## config.mk

```make
export PLATFORM = sky130hd
export DESIGN_NAME = code_lock_fsm
export DESIGN_NICKNAME = d
export VERILOG_FILES = /design/src/rtl/code_lock_fsm.sv
export SDC_FILE = /design/constraint.sdc
export NUM_CORES = 1
export LEC_CHECK = 0
export CORE_MARGIN = 8
export CORE_UTILIZATION = 31
export CTS_CLUSTER_DIAMETER = 150
export DETAILED_ROUTE_END_ITERATION = 8
export SLEW_MARGIN = 0
export SYNTH_ARGS = -nofsm -noshare
export SYNTH_HDL_FRONTEND = slang
export SYNTH_SLANG_ARGS = --single-unit
```

## constraint.sdc

```tcl
create_clock -name clk -period 2.4 [get_ports clk]
set_input_delay 0.48 -clock clk [delete_from_list [all_inputs] [get_ports clk]]
set_output_delay 0.48 -clock clk [all_outputs]
set_load 0.05 [all_outputs]
```

## src/rtl/code_lock_fsm.sv

```systemverilog
// Keypad code lock: edge-detected key entry, code check, pass/fail hold and failure lockout.
// Define CODE_PROG_EN to make the stored code reprogrammable (enter pressed while in PASS).
module code_lock_fsm #(
    parameter int unsigned           CODE_LEN    = 4,
    parameter logic [CODE_LEN*4-1:0] PWD         = 16'h2702,
    parameter int unsigned           MAX_FAIL    = 3,
    parameter int unsigned           LOCK_CYCLES = 1024
) (
    input  logic                  clk,
    input  logic                  rst,
    input  logic [3:0]            key_value,
    input  logic                  key_enable,
    output logic [CODE_LEN*4-1:0] digits,
    output logic [3:0]            entry_count,
    output logic                  Tout,
    output logic                  Fout,
    output logic                  locked_out,
    output logic [3:0]            fail_count
);

    localparam int unsigned       W        = CODE_LEN * 4;
    localparam int unsigned       TimerW   = $clog2(LOCK_CYCLES + 1);
    localparam logic [3:0]        CodeLenC = 4'(CODE_LEN);
    localparam logic [3:0]        MaxFailC = 4'(MAX_FAIL);
    localparam logic [TimerW-1:0] LockLoad = TimerW'(LOCK_CYCLES - 1);

    typedef enum logic [2:0] {
        StIdle    = 3'd0,
        StEntry   = 3'd1,
        StCheck   = 3'd2,
        StPass    = 3'd3,
        StFail    = 3'd4,
        StLockout = 3'd5,
        StProg    = 3'd6
    } state_e;

    state_e            state_q, state_d;
    logic [W-1:0]      digits_q, digits_d, entry_digits, code_cur;
    logic [3:0]        count_q, count_d, entry_cnt;
    logic [3:0]        fails_q, fails_d;
    logic              tout_q, tout_d, fout_q, fout_d, lock_q, lock_d;
    logic [TimerW-1:0] timer_q, timer_d;
    logic              key_q, armed_q;
    logic              press, is_digit, is_clear, is_enter, is_action, buf_full;

`ifdef CODE_PROG_EN
    logic [W-1:0] code_q, code_d;
    assign code_cur = code_q;
`else
    assign code_cur = PWD;
`endif

    // armed_q masks the first cycle after reset so a key held through reset is not a press
    assign press     = key_enable & ~key_q & armed_q;
    assign is_digit  = key_value <= 4'd9;
    assign is_clear  = key_value == 4'd10;
    assign is_enter  = key_value == 4'd11;
    assign is_action = key_value <= 4'd11;
    assign buf_full  = count_q == CodeLenC;

    always_ff @(posedge clk or negedge rst) begin
        if (!rst) begin
            state_q  <= StIdle;
            digits_q <= '0;
            count_q  <= '0;
            fails_q  <= '0;
            tout_q   <= 1'b0;
            fout_q   <= 1'b0;
            lock_q   <= 1'b0;
            timer_q  <= '0;
            key_q    <= 1'b0;
            armed_q  <= 1'b0;
`ifdef CODE_PROG_EN
            code_q   <= PWD;
`endif
        end else begin
            state_q  <= state_d;
            digits_q <= digits_d;
            count_q  <= count_d;
            fails_q  <= fails_d;
            tout_q   <= tout_d;
            fout_q   <= fout_d;
            lock_q   <= lock_d;
            timer_q  <= timer_d;
            key_q    <= key_enable;
            armed_q  <= 1'b1;
`ifdef CODE_PROG_EN
            code_q   <= code_d;
`endif
        end
    end

    always_comb begin
        state_d  = state_q;
        digits_d = digits_q;
        count_d  = count_q;
        fails_d  = fails_q;
        tout_d   = tout_q;
        fout_d   = fout_q;
        lock_d   = lock_q;
        timer_d  = timer_q;
`ifdef CODE_PROG_EN
        code_d   = code_q;
`endif

        // Buffer edits shared by entry and programming modes
        entry_digits = digits_q;
        entry_cnt    = count_q;
        if (press && is_digit && !buf_full) begin
            for (int i = 0; i < int'(CODE_LEN); i++) begin
                if (count_q == 4'(i)) entry_digits[i*4 +: 4] = key_value;
            end
            entry_cnt = count_q + 4'd1;
        end else if (press && is_clear) begin
            entry_digits = '0;
            entry_cnt    = '0;
        end

        case (state_q)
            StIdle, StEntry: begin
                digits_d = entry_digits;
                count_d  = entry_cnt;
                if (press && is_enter && buf_full) state_d = StCheck;
                else state_d = (entry_cnt == 4'd0) ? StIdle : StEntry;
            end
            StCheck: begin
                if (digits_q == code_cur) begin
                    tout_d  = 1'b1;
                    fout_d  = 1'b0;
                    fails_d = '0;
                    state_d = StPass;
                end else if (({1'b0, fails_q} + 5'd1) < {1'b0, MaxFailC}) begin
                    tout_d  = 1'b0;
                    fout_d  = 1'b1;
                    fails_d = fails_q + 4'd1;
                    state_d = StFail;
                end else begin
                    tout_d  = 1'b0;
                    fout_d  = 1'b1;
                    fails_d = MaxFailC;
                    lock_d  = 1'b1;
                    timer_d = LockLoad;
                    state_d = StLockout;
                end
            end
            StPass, StFail: begin
                if (press && is_action) begin
                    digits_d = '0;
                    count_d  = '0;
`ifdef CODE_PROG_EN
                    if (state_q == StPass && is_enter) begin
                        state_d = StProg;
                    end else begin
                        tout_d  = 1'b0;
                        fout_d  = 1'b0;
                        state_d = StIdle;
                    end
`else
                    tout_d  = 1'b0;
                    fout_d  = 1'b0;
                    state_d = StIdle;
`endif
                end
            end
            StLockout: begin
                if (timer_q == '0) begin
                    lock_d   = 1'b0;
                    fout_d   = 1'b0;
                    fails_d  = '0;
                    digits_d = '0;
                    count_d  = '0;
                    state_d  = StIdle;
                end else begin
                    timer_d = timer_q - 1'b1;
                end
            end
`ifdef CODE_PROG_EN
            StProg: begin
                digits_d = entry_digits;
                count_d  = entry_cnt;
                if (press && is_enter && buf_full) begin
                    code_d   = digits_q;
                    tout_d   = 1'b0;
                    digits_d = '0;
                    count_d  = '0;
                    state_d  = StIdle;
                end
            end
`endif
            default: begin
                state_d  = StIdle;
                digits_d = '0;
                count_d  = '0;
                fails_d  = '0;
                tout_d   = 1'b0;
                fout_d   = 1'b0;
                lock_d   = 1'b0;
                timer_d  = '0;
            end
        endcase
    end

    always_comb begin
        digits      = digits_q;
        entry_count = count_q;
        Tout        = tout_q;
        Fout        = fout_q;
        locked_out  = lock_q;
        fail_count  = fails_q;
    end

endmodule

```

== Yosys cells after proc, flatten, opt, wreduce, memory -nomap -nowiden ==
Index checks and enable logic that the tools add are counted.
Storage, ports and cells
  register bits after elaboration: 43
  input bits: 7
  output and inout port bits: 27
  word-level logic and storage cells: 112
Operators by class
  add/sub/neg operators: 4
  $lt $le $gt $ge: 3
  equality and inequality tests: 22
  mux-type cells: 37
  bitwise gates (word level): 7
  reduce and logical (&&, ||, !) cells: 26
Operators by type and width (number)
  $mux 16: 4
  $pmux 16 s4: 1
  $mux 4: 10
  $mux 11: 3
  $pmux 11 s3: 1
  $reduce_and 5->1: 4
  $eq 16x14->1 const B: 1
  $pmux 4 s4: 1
  $ne 3x3->1 const B: 5
  $pmux 3 s4: 1
  $pmux 4 s3: 1
  $logic_not 11->1: 1
  $sub 11x1->11 const B: 1
  $ne 2x2->1 const B: 5
  $mux 3: 3
  $add 4x1->4 const B: 2
  $eq 4x2->1 const B: 2
  $eq 4x4->1 const B: 2
  $le 4x4->1 const B: 2
  $logic_not 4->1: 2
  $mux 1: 8
  $reduce_and 4->1: 2
  $eq 3x2->1 const B: 2
  $eq 3x3->1 const B: 2
  18 further kinds: 33

== Depth between registers and ports, before layout ==
Gate-level depths: netlist of run 1.
  depth in word-level cells: 10
  depth in mapped cells: 8
  gate-level depth less buffers: 7

== Worst setup path before layout of run 1 ==
No wires, ideal clock.
  kind: register to register
  start point: register count_q[0], in the netlist entry_count[0]
  end point: register digits_q[6], in the netlist digits[6]
  setup time: 0.121 ns
  arrival: 2.275 ns
  data required time: 2.279 ns
  path slack: 0.004 ns
  cell stages (with the launch flop): 9
  path buffers: 1
  clock period less this slack: 2.396 ns
  cells stage by stage: dfrtp_1 -> inv_1 -> ha_1 -> nand3b_1 -> and4_1 -> clkbuf_1 -> nor2_1 -> a211o_1 -> a22o_1
Between the ends
  word-level cells in the longest chain between the ends: 5
  elaborated cells on any way between the ends: 9
  classes of those cells: eq/ne: 4; mux: 2; reduce/logical: 3
RTL lines
  start: declaration: RTL line 39  | logic [3:0] count_q, count_d, entry_cnt;
  start signal: assignment: RTL line 79  | count_q <= count_d;
  $eq 4x3->1: RTL line 59  | assign buf_full = count_q == CodeLenC;
  $logic_not 1->1: RTL line 109  | if (press && is_digit && !buf_full) begin
  $logic_and 1x1->1: RTL line 109
  $ne 3x3->1 (no line) / $mux 16 (equally long branches)
  $reduce_and 5->1 (no line) / $pmux 16 s4 (equally long branches)
  end signal: assignment: RTL line 78  | digits_q <= digits_d;
  end: declaration: RTL line 38  | logic [W-1:0] digits_q, digits_d, entry_digits, code_cur;
Several ways; a longest one is shown, not always the timed one.
A chain may end at the register's enable or synchronous reset.

== Worst setup path in the final report of run 1 ==
  start point: register timer_q[0]
  end point: register digits_q[12], in the netlist digits[12]
Between the ends
  word-level cells in the longest chain between the ends: 3
RTL lines
  start: declaration: RTL line 42  | logic [TimerW-1:0] timer_q, timer_d;
  start signal: assignment: RTL line 84  | timer_q <= timer_d;
  $logic_not 11->1: RTL line 166  | if (timer_q == '0) begin
  $ne 2x2->1 (no line)
  $reduce_and 5->1 (no line)
Every way passes these cells.

==> results.md, run 1 <==
- Status: finished, final reports clean
- Count of standard-cell rows: 32
- Cell type contributing the most total cell area after synthesis: sky130_fd_sc_hd__dfrtp_1
- Top flip-flop cell by instance count after synthesis: sky130_fd_sc_hd__dfrtp_1
- Unique cell type count in the Yosys netlist: 48
- Synth Net Count: between 200 and 300
- Post-route antenna net violation count: 0
- Final hold violation count: 0
- Post-route worst setup slack: 86.01 ps
- Setup Slack @ Placement: ~15 ps
- Placement-stage cell area: 2955 um2
- Total length of routed wires: roughly 6.1 mm
- TritonCTS sink count: 43
- Gr usage total: 11.81%
- Max capacitance violation total: 0
- Layout fillers: 757
- YS warnings: 0
- Initial Util: a little under a third
- Leakage: about 1.4 nW
- Core region area: approximately 7600 um2
- Multi-input gate area: ~1200 um2
- Top cells by area in the synthesized netlist: sky130_fd_sc_hd__dfrtp_1 45%, sky130_fd_sc_hd__o21ai_0 6.3%, sky130_fd_sc_hd__a22o_1 4.4%
- Clock root buffer: sky130_fd_sc_hd__clkbuf_8
- Number of nets in the layout: ~320
- Highest achievable clock rate: ~0.43 GHz
- Routability congestion estimate: between 0.8 and 0.9
- Htree depth: 2
- Remaining global-route overflow: 0
- WL per Instance: around 15 um
- Setup violations, final: 0
- Slowest CP cell: sky130_fd_sc_hd__or4b_4
- Layout Skew: between 10 and 15 ps
- Normalized max-slew margin: 66.22%
- Crit path capture type: register
- Min cycle time layout: roughly 2300 ps
- Fraction of final layout cells with drive strength greater than 1: 15.53%
- Critical path required time: around 2600 ps
- Combinational share of power: 42.4%
- Ant diodes: 0
- Internal Power: between 1 and 1.5 mW
- Via total after detailed routing: about 2100
- FF+latch area: around 1100 um2
- Number of top-level pins: 34
- List of cells traversed by the critical path: inv_1 > ha_1 > or4b_4 > nor4_4 > o31ai_4 > buf_4 > o21ai_0 > o31ai_1
- HPWL after DPL: approximately 4.5 mm
- Overall Power: approximately 2.5 mW
- Transition time at the pin with the least slew margin: approximately 510 ps
- Wire length of the first global-routing pass: between 9 and 10 mm
- Clock network latency to the later pin of the worst-skew pair: around 310 ps
- Number of optimization iterations in the first detailed-route pass: 4
- Final Cycle Share: roughly 96%
- Mapped Cells: between 200 and 300
- Library cell with the highest instance count after synthesis: sky130_fd_sc_hd__dfrtp_1
- Count of flip-flops with a built-in enable after synthesis: 0
- Deepest clock path buffer count: 2
- Sequential group share of total power: approximately two fifths
- Total clock buffers created by CTS: 5
- Top delay family on crit path: simple AND/OR/NAND/NOR gates
- CTS tree: yes
- Die Height: roughly 100 um
- Register area share after synthesis: 45.41%
- Post-CTS Hold Buffers: 0
- Part of the power in the clock network: 19.2%
- Final instance area: 3083 um2
- Hold Slack: approximately 130 ps
- Worst EP arrival: ~2500 ps
- Largest net degree at the start of global routing: 44
- Sum of buffers and inverters on the critical path: 2
- Clock transition at path regs: approximately 90 ps
- Proportion of netlist area held by the largest area contributor: a little under half
- Die Footprint: about 11000 um2
- Commonest cells in the netlist: 43 x sky130_fd_sc_hd__dfrtp_1, 30 x sky130_fd_sc_hd__o21ai_0, 21 x sky130_fd_sc_hd__nor2_1
- Average cell area after synthesis: between 9 and 10 um2
- Flip-flop and latch count after synthesis: 43
- Critical path fanouts, max: 8
- # DRC: 0
- Crit path launch type: register
- Pwr per Cell Area: 814.2 nW/um2
- Chip width: a little over 100 um
- Peak supply drop: around 270 uV
- Kind of path behind the tightest hold check: in2async
- Crit-path max cell delay: ~480 ps
- Share of async-settable or async-resettable flops after synthesis: 100.0%
- Number of max-slew violations in the final report: 0
- Reported net switching power: roughly 1.1 mW
- Layout-stage area growth over the synthesis result: 30.10%
- Count of buffers inserted at the top-level ports: 33
- Antenna violations before repair: 0
- CP Class: reg2reg
- Vias in the first global route: 2025
- Cell area after synthesis: about 2400 um2
- Initial DRC count: approximately 80
- Switching Share: a little over two fifths
- Number of vias per cell after detailed routing: roughly 5.2
## per-layer routing
metal	track usage, %	share of wire (%)
met5	0	0
met3	3.949	7.1
met1	14.84	45
met2	19.13	46
met4	2.558	1.4
## power groups by stage
stage / logic, mW / clock network, mW / registers [mW]
finish: 1.06 / 0.481 / 0.966
global route: 1.14 / 0.524 / 0.992
CTS: 1.07 / 0.496 / 0.970
detailed placement: 1.06 / 0 / 0.984
global placement: 1.06 / 0 / 0.981
floorplan: 0.353 / 0 / 1.32
## timing repair
action | CTS | global route
resized for setup | 0 | 4
endpoints found under the setup margin | 0 | 3
buffers inserted | 0 | 2
## final timing paths
| path | from | end | slack [ps] | cells past startpoint |
|---|---|---|---|---|
| setup reg to reg | timer_q[0]$_DFFE_PN0P_ | digits[12]$_DFFE_PN0P_ | 90 | 8 |
| max in group asynchronous | rst | fail_count[2]$_DFFE_PN0P_ | 2060 | 2 |
| setup / recovery | timer_q[0]$_DFFE_PN0P_ | digits[12]$_DFFE_PN0P_ | 90 | 8 |
| min in group clk | Tout$_DFFE_PN0P_ | Tout$_DFFE_PN0P_ | 510 | 2 |
| hold / removal | rst | digits[9]$_DFFE_PN0P_ | 130 | 2 |
| hold reg to reg | Tout$_DFFE_PN0P_ | Tout$_DFFE_PN0P_ | 510 | 2 |
## registers in the layout (all words and copies together), names as in the netlist, 3 cells and up
signal,count
digits,16
timer_q,11
entry_count,4
fail_count,4
state_q,3
## kinds of logic (layout without fill, tap and decap cells)
| logic type | after synthesis | count (layout) | synth area share [%] |
|---|---|---|---|
| AND/OR/NAND/NOR | 99 | 99 | 23.55 |
| AO/OA/AOI/OAI | 83 | 83 | 23.55 |
| flip-flops | 43 | 43 | 45.41 |
| buffers and inverters | 21 | 76 | 3.643 |
| adder cells (fa/ha/maj) | 7 | 7 | 3.696 |
| other | 1 | 1 | 0.1582 |
## final cells by class
cell class / instances / share of cell area, %
flip-flops and latches: 43 / 34.90
repair buffers: 57 / 16.80
multi-input cells: 190 / 39.93
clock inverters: 3 / 0.6493
well taps: 102 / 4.140
clock buffers: 5 / 2.232
inverters: 11 / 1.339
## through the flow
stage / TNS (ps) / util, % / instances
floorplan: 0 / - / 254
global placement: 0 / 39.05 / 401
detailed placement: 0 / 39.05 / 401
CTS: 0 / 40.23 / 409
global route: -14.42 / 40.74 / 411
finish: 0 / 40.74 / 411
## cell usage in the layout (no fill, tap or decap), types with 4 or more instances in the layout
master                             n
sky130_fd_sc_hd__nand3_1           8
sky130_fd_sc_hd__a21oi_1          13
sky130_fd_sc_hd__nor3_1            6
sky130_fd_sc_hd__inv_1            11
sky130_fd_sc_hd__clkdlybuf4s50_1  32
sky130_fd_sc_hd__buf_4            23
sky130_fd_sc_hd__a22o_1           12
sky130_fd_sc_hd__o21ai_0          30
sky130_fd_sc_hd__dfrtp_1          43
sky130_fd_sc_hd__clkbuf_8          5
sky130_fd_sc_hd__nand3b_1          5
sky130_fd_sc_hd__nand4_1           7
sky130_fd_sc_hd__or2_2             6
sky130_fd_sc_hd__and2_1            6
sky130_fd_sc_hd__nor2_1           21
sky130_fd_sc_hd__ha_1              7
sky130_fd_sc_hd__a211o_1           4
sky130_fd_sc_hd__nand2_1          18
No activity file was read; power rests on OpenSTA's default activity.
==> inputs of run 2 (changes only) <==
Settings changed: CORE_UTILIZATION 31 to 42, CTS_CLUSTER_DIAMETER 150 to 60, DONT_BUFFER_PORTS set to 1.
==> results.md, run 2 (same netlist as run 1, synthesis figures left out) <==
- Die Footprint: ~8300 um2
- Number of nets in the layout: approximately 300
- HPWL after DPL: about 4.3 mm
- Status: finished, violations left
- Crit path capture type: register
- Slowest CP cell: sky130_fd_sc_hd__or4b_4
- Antenna violations before repair: 0
- Chip width: a little over 90 um
- CP Class: reg2reg
- Most used cells in the layout excluding fill and tap cells: 43 x sky130_fd_sc_hd__dfrtp_1, 35 x sky130_fd_sc_hd__buf_4, 29 x sky130_fd_sc_hd__o21ai_0, 21 x sky130_fd_sc_hd__nor2_1, 18 x sky130_fd_sc_hd__nand2_1
- TritonCTS sink count: 43
- Gr usage total: between 10% and 20%
- # DRC: 0
- Clock network latency to the later pin of the worst-skew pair: 310 ps
- Critical path fanouts, max: 5
- Layout Skew: around 7.8 ps
- Via total after detailed routing: just over 2000
- Deepest clock path buffer count: 2
- Setup Slack @ Placement: approximately 120 ps
- Placed Cells: 350
- Violations in the final reports: negative hold slack
- Crit-path max cell delay: 500 ps
- Transition time at the pin with the least slew margin: 535.4 ps
- Clock transition at path regs: about 90 ps
- Post-route worst setup slack: roughly 140 ps
- Htree depth: 2
- Unrepaired setup endpoints after global routing: false
- WL per Instance: about 16 um
- FF+latch area: 1076 um2
- Final hold violation count: 11
- Commonest non-fill, non-tap cell in the layout: sky130_fd_sc_hd__dfrtp_1
- Count of buffers inserted at the top-level ports: 0
- Min cycle time layout: between 2000 and 2500 ps
- Kind of path behind the tightest hold check: in2async
- Normalized max-slew margin: 64.03%
- Total Neg Setup Slack: 0 ps
- Worst EP arrival: approximately 2500 ps
- Total clock buffers created by CTS: 5
- Total length of routed wires: ~5.8 mm
- Number of max-slew violations in the final report: 0
- Crit path launch type: register
- Top Usage Layer GRT: met2
- Clock root buffer: sky130_fd_sc_hd__clkbuf_8
- Remaining global-route overflow: 0
- Initial Util: between 40% and 50%
- Largest register FFs: 16
- Final core occ: between 50% and 60%
- Post-route antenna net violation count: 0
- Multi-input gate area: around 1200 um2
- Layout-stage area growth over the synthesis result: 18.90%
- Number of optimization iterations in the first detailed-route pass: 4
- Global routing met3 resource utilization: under 10%
- Global-route met1 utilization: roughly 16%
- Number of vias per cell after detailed routing: 5.728
- List of cells traversed by the critical path: inv_2 > ha_1 > or4b_4 > nor4_4 > o31ai_4 > a211o_1 > a22o_1
- Layout fillers: between 500 and 600
- Routability congestion estimate: 0.8389
- Number of top-level pins: 34
- Setup violations, final: 0
- Initial DRC count: between 100 and 150
- Hold Slack: -3.382 ps
- Peak supply drop: around 440 uV
- CTS tree: yes
- Highest achievable clock rate: roughly 0.44 GHz
- Ant diodes: 0
- Fraction of final layout cells with drive strength greater than 1: a little over a fifth
- Critical path required time: roughly 2600 ps
- Vias in the first global route: 2098
- Met2 demand-to-capacity share in global routing: 24.79%
- Count of standard-cell rows: 27
- Largest net degree at the start of global routing: 44
- Pwr per Cell Area: slightly below 900 nW/um2
- Max capacitance violation total: 0
- Wire length of the first global-routing pass: 9.908 mm
- Final Cycle Share: between 90% and 100%
- Die Height: around 90 um
- Non-filler instance count after layout: 360
- Core region area: about 5500 um2
- Leakage: ~1.3 nW
-- run 2: cell types whose count changed in the layout (fill, tap and decap cells not counted), moves of 2 or more --
| cell | delta |
|---|---|
| sky130_fd_sc_hd__inv_6 | +2 |
| sky130_fd_sc_hd__clkdlybuf4s50_1 | -32 |
| sky130_fd_sc_hd__clkinvlp_4 | -2 |
| sky130_fd_sc_hd__buf_4 | +12 |
-- run 2: path summary, 6_finish.rpt --
kind	from	endpoint	slack (ps)	cells after the start
setup / recovery	timer_q[0]$_DFFE_PN0P_	digits[4]$_DFFE_PN0P_	140	7
hold / removal	rst	digits[13]$_DFFE_PN0P_	-3	1
setup reg to reg	timer_q[0]$_DFFE_PN0P_	digits[4]$_DFFE_PN0P_	140	7
hold reg to reg	fail_count[2]$_DFFE_PN0P_	fail_count[2]$_DFFE_PN0P_	540	1
max in group asynchronous	rst	state_q[2]$_DFFE_PN0P_	2190	1
min in group clk	key_enable	key_q$_DFF_PN0_	190	0
-- run 2: worst max-delay path: cells and delay by family, from the launching register on --
family / cells / cell delay (ps)
buf+inv: 1 / 80
flops: 1 / 410
compound gates: 3 / 690
fa+ha+maj: 1 / 140
simple gates: 2 / 840
-- run 2: where the power goes --
part | total [mW] | internal, mW | switching, mW
sequential | 0.931 | 0.839 | 0.0917
clock | 0.504 | 0.214 | 0.289
combinational | 1.04 | 0.329 | 0.712
-- run 2: cell type report --
cell class | count | share of cell area, %
clock inverters | 3 | 0.9325
flip-flops and latches | 43 | 38.19
repair buffers | 36 | 10.30
inverters | 11 | 1.465
well taps | 72 | 3.197
multi-input cells | 190 | 43.47
clock buffers | 5 | 2.442
-- run 2: per-layer routing --
metal  up-vias  part of all wire, %
li1       1006                    -
met1       987                   44
met2        58                   49
met3        11                  6.1
met4         0                  1.4
met5         -                    0
-- run 2: repair_timing --
action,4_1_cts,5_1_grt
setup buffers,0,1
resized for setup,0,5
setup endpoints to repair,0,9
hold buffers,1,0
endpoints found under the hold margin,43,0
-- run 2: metrics by stage --
step / instance area (um2) / power [mW]
2_1_floorplan: 2370 / 1.672
3_3_place_gp: 2670 / 1.950
3_5_place_dp: 2670 / 1.955
4_1_cts: 2793 / 2.482
5_1_grt: 2818 / 2.607
6_report: 2818 / 2.476
==> inputs of run 3 (changes only) <==
Settings changed: SETUP_SLACK_MARGIN set to 0.4, SLEW_MARGIN 0 to 20.
Clock period 2.4 ns to 2.35 ns, I/O delays scaled along.
==> results.md, run 3 (same netlist as run 1, synthesis figures left out) <==
- Status: finished, final reports clean
- Antenna violations before repair: 0
- Unrepaired setup endpoints after global routing: true
- Total Neg Setup Slack: 0 ps
- Number of top-level pins: 34
- Largest net degree at the start of global routing: between 40 and 50
- Remaining global-route overflow: 0
- Final Cycle Share: 90.86%
- WL per Instance: around 17 um
- Layout-stage area growth over the synthesis result: 29.41%
- Crit path capture type: register
- Ant diodes: 0
- Vias in the first global route: 2066
- Largest register FFs: 16
- Most used cells in the layout excluding fill and tap cells: 38 x sky130_fd_sc_hd__dfrtp_1, 38 x sky130_fd_sc_hd__buf_4, 24 x sky130_fd_sc_hd__o21ai_0, 18 x sky130_fd_sc_hd__nor2_1, 17 x sky130_fd_sc_hd__nand2_1
- Max capacitance violation total: 0
- CP Class: reg2reg
- Final hold violation count: 0
- Number of max-slew violations in the final report: 0
- Setup Slack @ Placement: just under 100 ps
- CTS tree: yes
- Transition time at the pin with the least slew margin: 717.5 ps
- Worst EP arrival: about 2300 ps
- Crit path launch type: register
- Post-route worst setup slack: 214.8 ps
- Fraction of final layout cells with drive strength greater than 1: between 30 and 40%
- Highest achievable clock rate: 0.4683 GHz
- Clock network latency to the later pin of the worst-skew pair: about 300 ps
- Gr usage total: 14.50%
- Number of nets in the layout: around 310
- Initial DRC count: ~110
- Via total after detailed routing: approximately 2100
- TritonCTS sink count: 43
- Total clock buffers created by CTS: 5
- Setup violations, final: 0
- Wire length of the first global-routing pass: 10.11 mm
- Leakage: between 1 and 1.5 nW
- Kind of path behind the tightest hold check: in2async
- Pwr per Cell Area: between 800 and 900 nW/um2
- Clock transition at path regs: roughly 90 ps
- Chip width: 91.12 um
- # DRC: 0
- Peak supply drop: between 600 and 700 uV
- Die Height: ~91 um
- Critical path fanouts, max: 4
- Min cycle time layout: approximately 2100 ps
- Die Footprint: 8302 um2
- Deepest clock path buffer count: 2
- Critical path required time: between 2000 and 3000 ps
- Number of optimization iterations in the first detailed-route pass: 4
- Layout Skew: slightly above 9 ps
- Post-route antenna net violation count: 0
- Normalized max-slew margin: 51.80%
- Clock root buffer: sky130_fd_sc_hd__clkbuf_8
- Number of vias per cell after detailed routing: 5.766
- Count of standard-cell rows: 27
- Count of buffers inserted at the top-level ports: 0
- Total length of routed wires: about 6.1 mm
- HPWL after DPL: 4.337 mm
- Routability congestion estimate: about 0.84
- Core region area: between 5000 and 6000 um2
- Initial Util: a little over two fifths
- Htree depth: 2
## run 3: what timing repair did
item / CTS / global route
pin swaps: 20 / 14
setup buffers: 9 / 4
hold buffers: 1 / 0
endpoints found under the hold margin: 43 / 0
setup endpoints to repair: 35 / 39
gates resized for setup: 20 / 13
## run 3: stage by stage
stage	std cells	power (mW)	area (um2)	util (%)	hold slack [ps]
final	367	2.720	3067	56.04	1.099
after global routing	367	2.879	3067	56.04	5.060
after CTS	363	2.708	2992	54.66	8.190
after detailed placement	345	2.039	2705	49.43	176.0
after global placement	345	2.028	2705	49.43	176.0
after floorplan	254	1.742	2454	-	174.4
## run 3: critical path: stages (launching register included)
cell and delay (ps):
sky130_fd_sc_hd__dfrtp_1 390, sky130_fd_sc_hd__inv_2 90, sky130_fd_sc_hd__buf_4 130, sky130_fd_sc_hd__ha_4 140
sky130_fd_sc_hd__or4b_4 500, sky130_fd_sc_hd__nor3_4 230, sky130_fd_sc_hd__nand4_1 130, sky130_fd_sc_hd__and3_1 170
sky130_fd_sc_hd__a211o_1 260
## run 3: area by class of cell
| cell class | instances | area [um2] |
|---|---|---|
| Clock buffer | 5 | 68.82 |
| Clock inverter | 3 | 43.79 |
| Fill cell | 491 | 2406 |
| Inverter | 11 | 41.29 |
| Multi-Input combinational cell | 190 | 1383 |
| Sequential cell | 43 | 1082 |
| Tap cell | 72 | 90.09 |
| Timing Repair Buffer | 43 | 357.8 |
## run 3: report_power, final
part / leakage (nW) / switching [mW] / internal (mW)
logic: 0.789 / 0.776 / 0.399
clock network: 0.0581 / 0.267 / 0.317
registers: 0.571 / 0.100 / 0.860
total: 1.42 / 1.14 / 1.58
## run 3: worst paths after layout
kind | start | end | slack, ps | cells past startpoint
min | rst | digits[1]$_DFFE_PN0P_ | 1 | 1
min in group clk | key_enable | key_q$_DFF_PN0_ | 190 | 0
min reg2reg | fail_count[2]$_DFFE_PN0P_ | fail_count[2]$_DFFE_PN0P_ | 540 | 1
max reg2reg | timer_q[0]$_DFFE_PN0P_ | timer_q[10]$_DFFE_PN0P_ | 210 | 8
max | timer_q[0]$_DFFE_PN0P_ | timer_q[10]$_DFFE_PN0P_ | 210 | 8
max in group asynchronous | rst | entry_count[1]$_DFFE_PN0P_ | 2120 | 1
## run 3: layer usage
metal	GRT usage (%)	wire, um
met5	0	0
met4	3.683	29
met1	17.85	2698
met3	3.704	356
met2	24.61	3028
==> RTL change 1: new RTL, settings of run 2 <==
The option `CODE_PROG_EN` is turned on by a define.
--- a/src/rtl/code_lock_fsm.sv
+++ b/src/rtl/code_lock_fsm.sv
@@ -2,2 +2,4 @@
 // Define CODE_PROG_EN to make the stored code reprogrammable (enter pressed while in PASS).
+`define CODE_PROG_EN
+
 module code_lock_fsm #(
Behaviour: same outputs for any inputs over 10 cycles, from zero or initial values and one cycle with rst low; that may be too few to reach the edited logic, so the function may still have changed.
==> RTL change 1 against run 2 <==
The flow still finishes with violations (hold timing). Final area rose by 34%. Setup slack better by 0.16 ns. Power increased by 63%. Sequential share of layout area grew 0.99 points. Routed wire length is 33% higher. Non-clock buffer count decreased by 6. Hold slack better by 0.00071 ns. Synthesized area up 37%. Sequential cell count rose by 16. Fmax rose by 7.7%. First-iteration DRC count up 22%. Core utilization fell by 1.7 points. Cell count up 23%. Largest power group unchanged.
==> RTL change 1: results (changes against run 2) <==
stage,metric,value,unit,change
global_routing,first-pass GRT wire length,13100,um,+32%
global_routing,largest net degree at the start of global routing,60,,+36%
routing,metal3 WL,468,um,+33%
setup_path,Crit Path Max Fanout,8,,+3
run_status,status,"complete, but fails checks",,
final_layout,Layout clock buffers,12,,+7
power_and_ir_drop,LEAKAGE,1.70,nW,+26%
final_layout,post-route cell area,3780,um2,+34%
synthesis,Unique masters post-synth,65,,+35%
synthesis,syn_nets,318,,+19%
clocking,clock-pin slew on the worst setup and hold paths,0.07,ns,-0.02 ns
synthesis,top post-synthesis cells by count,"dfrtp_1, nand2_1, nor2_1",,
sta,WHS,-0.00267,ns,+0.000707 ns
final_layout,Non-CTS buffers,30,,-17%
routing,Vias,2493,,+21%
synthesis,Mapped Cells,305,,+20%
power_and_ir_drop,Seq pwr share,34.3,%,-3.3 points
routing,WL met2,3330,um,+19%
setup_path,crit path to,digits[10]$_DFFE_PN0P_,,
sta,Clock Skew,0.0109,ns,+0.00313 ns
final_layout,comb_multi_in,226,,+19%
synthesis,Synth Area in Compound Gates,18.3,%,-5.2 points
global_routing,GRT Util Overall,15.0,%,+0.67 points
sta,Final Hold Viols,1,,-10
place,placed instance count,425,,+21%
routing,Met1 Wirelength,3760,um,+49%
run_status,failing checks,hold timing,,
final_layout,share of cells above drive strength 1,19.4,%,-1.4 points
final_layout,sequential cell area,1480,um2,+38%
global_routing,met1 Resource Use GR,19.7,%,+3.7 points
sta,relative slew slack,61.6,%,-2.5 points
==> RTL change 1: changes by cell type in the layout (fill, tap and decap cells not counted), sizes merged, moves of 5 or more <==
| cell | delta |
|---|---|
| buf | -6 |
| clkbuf | +7 |
| dfrtp | +11 |
| dfstp | +5 |
| mux2 | +18 |
| mux2i | +5 |
| o21ai | -11 |
| xnor2 | +16 |
==> RTL change 1: kinds of logic (layout without fill, tap and decap cells) <==
kind of cell | after synthesis | count (layout)
multiplexers | 23 | 23
flip-flops | 59 | 59
XOR/XNOR | 16 | 16
buffers and inverters | 20 | 55
AND/OR/NAND/NOR | 99 | 99
adder cells (fa/ha/maj) | 6 | 6
AO/OA/AOI/OAI | 81 | 81
other | 1 | 1
==> RTL change 1: worst max-delay path, stage by stage, from the launching register on <==
cell,delay [ns]
dfrtp_1,0.41
inv_1,0.07
ha_1,0.18
nor3b_2,0.35
and4_1,0.29
o32a_2,0.25
o21ai_1,0.17
a22o_1,0.27
==> RTL change 2: new RTL, settings of run 2 <==
Made on the original files. Register the inputs `key_value` and `key_enable` before use. The logic sees them one clock later.
--- a/src/rtl/code_lock_fsm.sv
+++ b/src/rtl/code_lock_fsm.sv
@@ -36,2 +36,10 @@
 
+    logic [3:0] key_value_q;
+    logic key_enable_q;
+
+    always_ff @(posedge clk) begin
+        key_value_q  <= key_value;
+        key_enable_q <= key_enable;
+    end
+
     state_e            state_q, state_d;
@@ -53,7 +61,7 @@
     // armed_q masks the first cycle after reset so a key held through reset is not a press
-    assign press     = key_enable & ~key_q & armed_q;
-    assign is_digit  = key_value <= 4'd9;
-    assign is_clear  = key_value == 4'd10;
-    assign is_enter  = key_value == 4'd11;
-    assign is_action = key_value <= 4'd11;
+    assign press     = key_enable_q & ~key_q & armed_q;
+    assign is_digit  = key_value_q <= 4'd9;
+    assign is_clear  = key_value_q == 4'd10;
+    assign is_enter  = key_value_q == 4'd11;
+    assign is_action = key_value_q <= 4'd11;
     assign buf_full  = count_q == CodeLenC;
@@ -84,3 +92,3 @@
             timer_q  <= timer_d;
-            key_q    <= key_enable;
+            key_q    <= key_enable_q;
             armed_q  <= 1'b1;
@@ -110,3 +118,3 @@
             for (int i = 0; i < int'(CODE_LEN); i++) begin
-                if (count_q == 4'(i)) entry_digits[i*4 +: 4] = key_value;
+                if (count_q == 4'(i)) entry_digits[i*4 +: 4] = key_value_q;
             end
Check against the original RTL: not equivalent (a bounded check fails within 4 cycles, from zero or initial values and one cycle with rst low).
==> RTL change 2 against run 2 <==
Routed wire length up 3.9%. Cell count is 1.4% lower. Sequential cell count is 5 higher. Sequential power rose by 13%. Synthesized area grew 1.4%. Non-clock buffer count shrank 5. Largest cell class is now sequential cells. Largest power group unchanged. Via count shrank 3.2%. Global-route usage grew 0.48 points. Setup slack gained 0.074 ns. Clock skew down 0.0017 ns. Final area fell by 0.22%. Power increased by 8.7%.
==> RTL change 2: results (changes against run 2) <==
stage,metric,value,unit,change
place,placed instance count,346,,-1.1%
routing,metal3 WL,241,um,-32%
setup_path,CP peak stage delay,0.45,ns,-0.05 ns
routing,uppermost routed layer,met4,,
clocking,clock tree buffer depth,2,,unchanged
setup_path,Crit Path Max Fanout,6,,+1
synthesis,Area contributors post-synth,"dfrtp_1, a22o_1, nand2_1",,
routing,First-pass DRT Iterations,4,,unchanged
synthesis,syn_nets,267,,-0.37%
synthesis,post-synthesis sequential area ratio,48.9,%,+3.5 points
power_and_ir_drop,VDD IR-drop max,0.633,mV,+45%
clocking,Root Buffer Master,clkbuf_8,,
synthesis,Synth Area in Compound Gates,21.3,%,-2.3 points
place,pre-CTS setup slack,0.194,ns,+0.0696 ns
synthesis,Async SR Flop Fraction,89.6,%,-10 points
final_layout,# diodes,0,,unchanged
global_routing,first-pass GRT wire length,10200,um,+3.0%
sta,relative slew slack,62.7,%,-1.4 points
final_layout,number of flip-flops in the largest register,16,,unchanged
setup_path,WP data arrival,2.43,ns,-0.04 ns
final_layout,share of cells above drive strength 1,17.3,%,-3.5 points
routing,Routed wire per std cell,16.8,um,+5.3%
global_routing,met2 usage,25.2,%,+0.42 points
power_and_ir_drop,Comb. pwr,0.00106,W,
global_routing,met3 Usage GRT,3.67,%,-0.78 points
global_routing,met1 Resource Use GR,18.0,%,+2.0 points
synthesis,post-synthesis adder-cell area fraction,3.64,%,-0.052 points
clocking,clock-pin slew on the worst setup and hold paths,0.09,ns,about the same
synthesis,mean post-synth cell area,9.50,um2,+1.8%
synthesis,Unique masters post-synth,47,,-2.1%
place,HPWL Detailed,4320,um,+0.52%
routing,initial drt markers,65,,-36%
routing,routed vias/inst,5.62,,-1.8%
place,GP Congestion,0.837,,-0.29%
synthesis,synth warn,0,,unchanged
sta,Clock Skew,0.00604,ns,-0.00175 ns
global_routing,vias in the first global route,2062,,-1.7%
power_and_ir_drop,LEAKAGE,1.29,nW,-4.3%
final_layout,fin cells,355,,-1.4%
clocking,CTS H-tree lvls,2,,unchanged
global_routing,GRT Util Overall,14.8,%,+0.48 points
setup_path,"Max stage delay cell, worst path",a2111oi_2,,
synthesis,proportion of synthesized area in mux cells,0.937,%,+0.94 points
synthesis,top post-synthesis cells by count,"dfrtp_1, nand2_1, nor2_1",,
power_and_ir_drop,seq pwr,0.00105,W,+13%
routing,Met1 Wirelength,2750,um,+8.8%
final_layout,final net count,296,,-1.7%
final_layout,filler instances,496,,-7.1%
run_status,status,finished clean,,
power_and_ir_drop,switching power,0.00112,W,+2.5%
clocking,CTS Buf Count,5,,unchanged
routing,WL met2,2940,um,+4.8%
-- RTL change 2: area by class of cell --
cell class                 count  share of cell area, %
clock buffer                   6                   2.58
clock inverter                 2                   1.25
inverter                      10                   1.34
multi-input combinational    186                   40.8
sequential                    48                   41.9
tap                           72                   3.20
timing repair buffer          31                   8.99
-- RTL change 2: what timing repair did --
item / 4_1_cts / 5_1_grt
endpoints found under the hold margin: 43 / 0
hold buffers: 1 / 0
setup endpoints to repair: 0 / 1
resized for setup: 0 / 1
-- RTL change 2: through the flow --
step | util, % | total power (W) | cell area [um2]
finish | 51.1 | 0.00269 | 2810
global route | 51.1 | 0.00284 | 2810
CTS | 51.1 | 0.00272 | 2810
detailed placement | 48.6 | 0.00211 | 2680
global placement | 48.6 | 0.00211 | 2680
floorplan | - | 0.00182 | 2400
-- RTL change 2: worst paths after layout --
path	startpoint	to	slack [ns]
max in group asynchronous	rst	entry_count[0]$_DFFE_PN0P_	2.17
max	entry_count[0]$_DFFE_PN0P_	digits[6]$_DFFE_PN0P_	0.21
min	rst	timer_q[6]$_DFFE_PN0P_	0.01
min in group clk	key_value[0]	key_value_q[0]$_DFF_P_	0.20
min reg2reg	key_enable_q$_DFF_P_	key_q$_DFF_PN0_	0.37
max reg2reg	entry_count[0]$_DFFE_PN0P_	digits[6]$_DFFE_PN0P_	0.21
-- RTL change 2: cells by family (layout without fill, tap and decap cells) --
| logic type | count (synthesis) | count (layout) |
|---|---|---|
| simple gates | 101 | 101 |
| compound gates | 75 | 75 |
| flops | 48 | 48 |
| other cells | 1 | 1 |
| mux | 2 | 2 |
| buf+inv | 19 | 49 |
| fa+ha+maj | 7 | 7 |
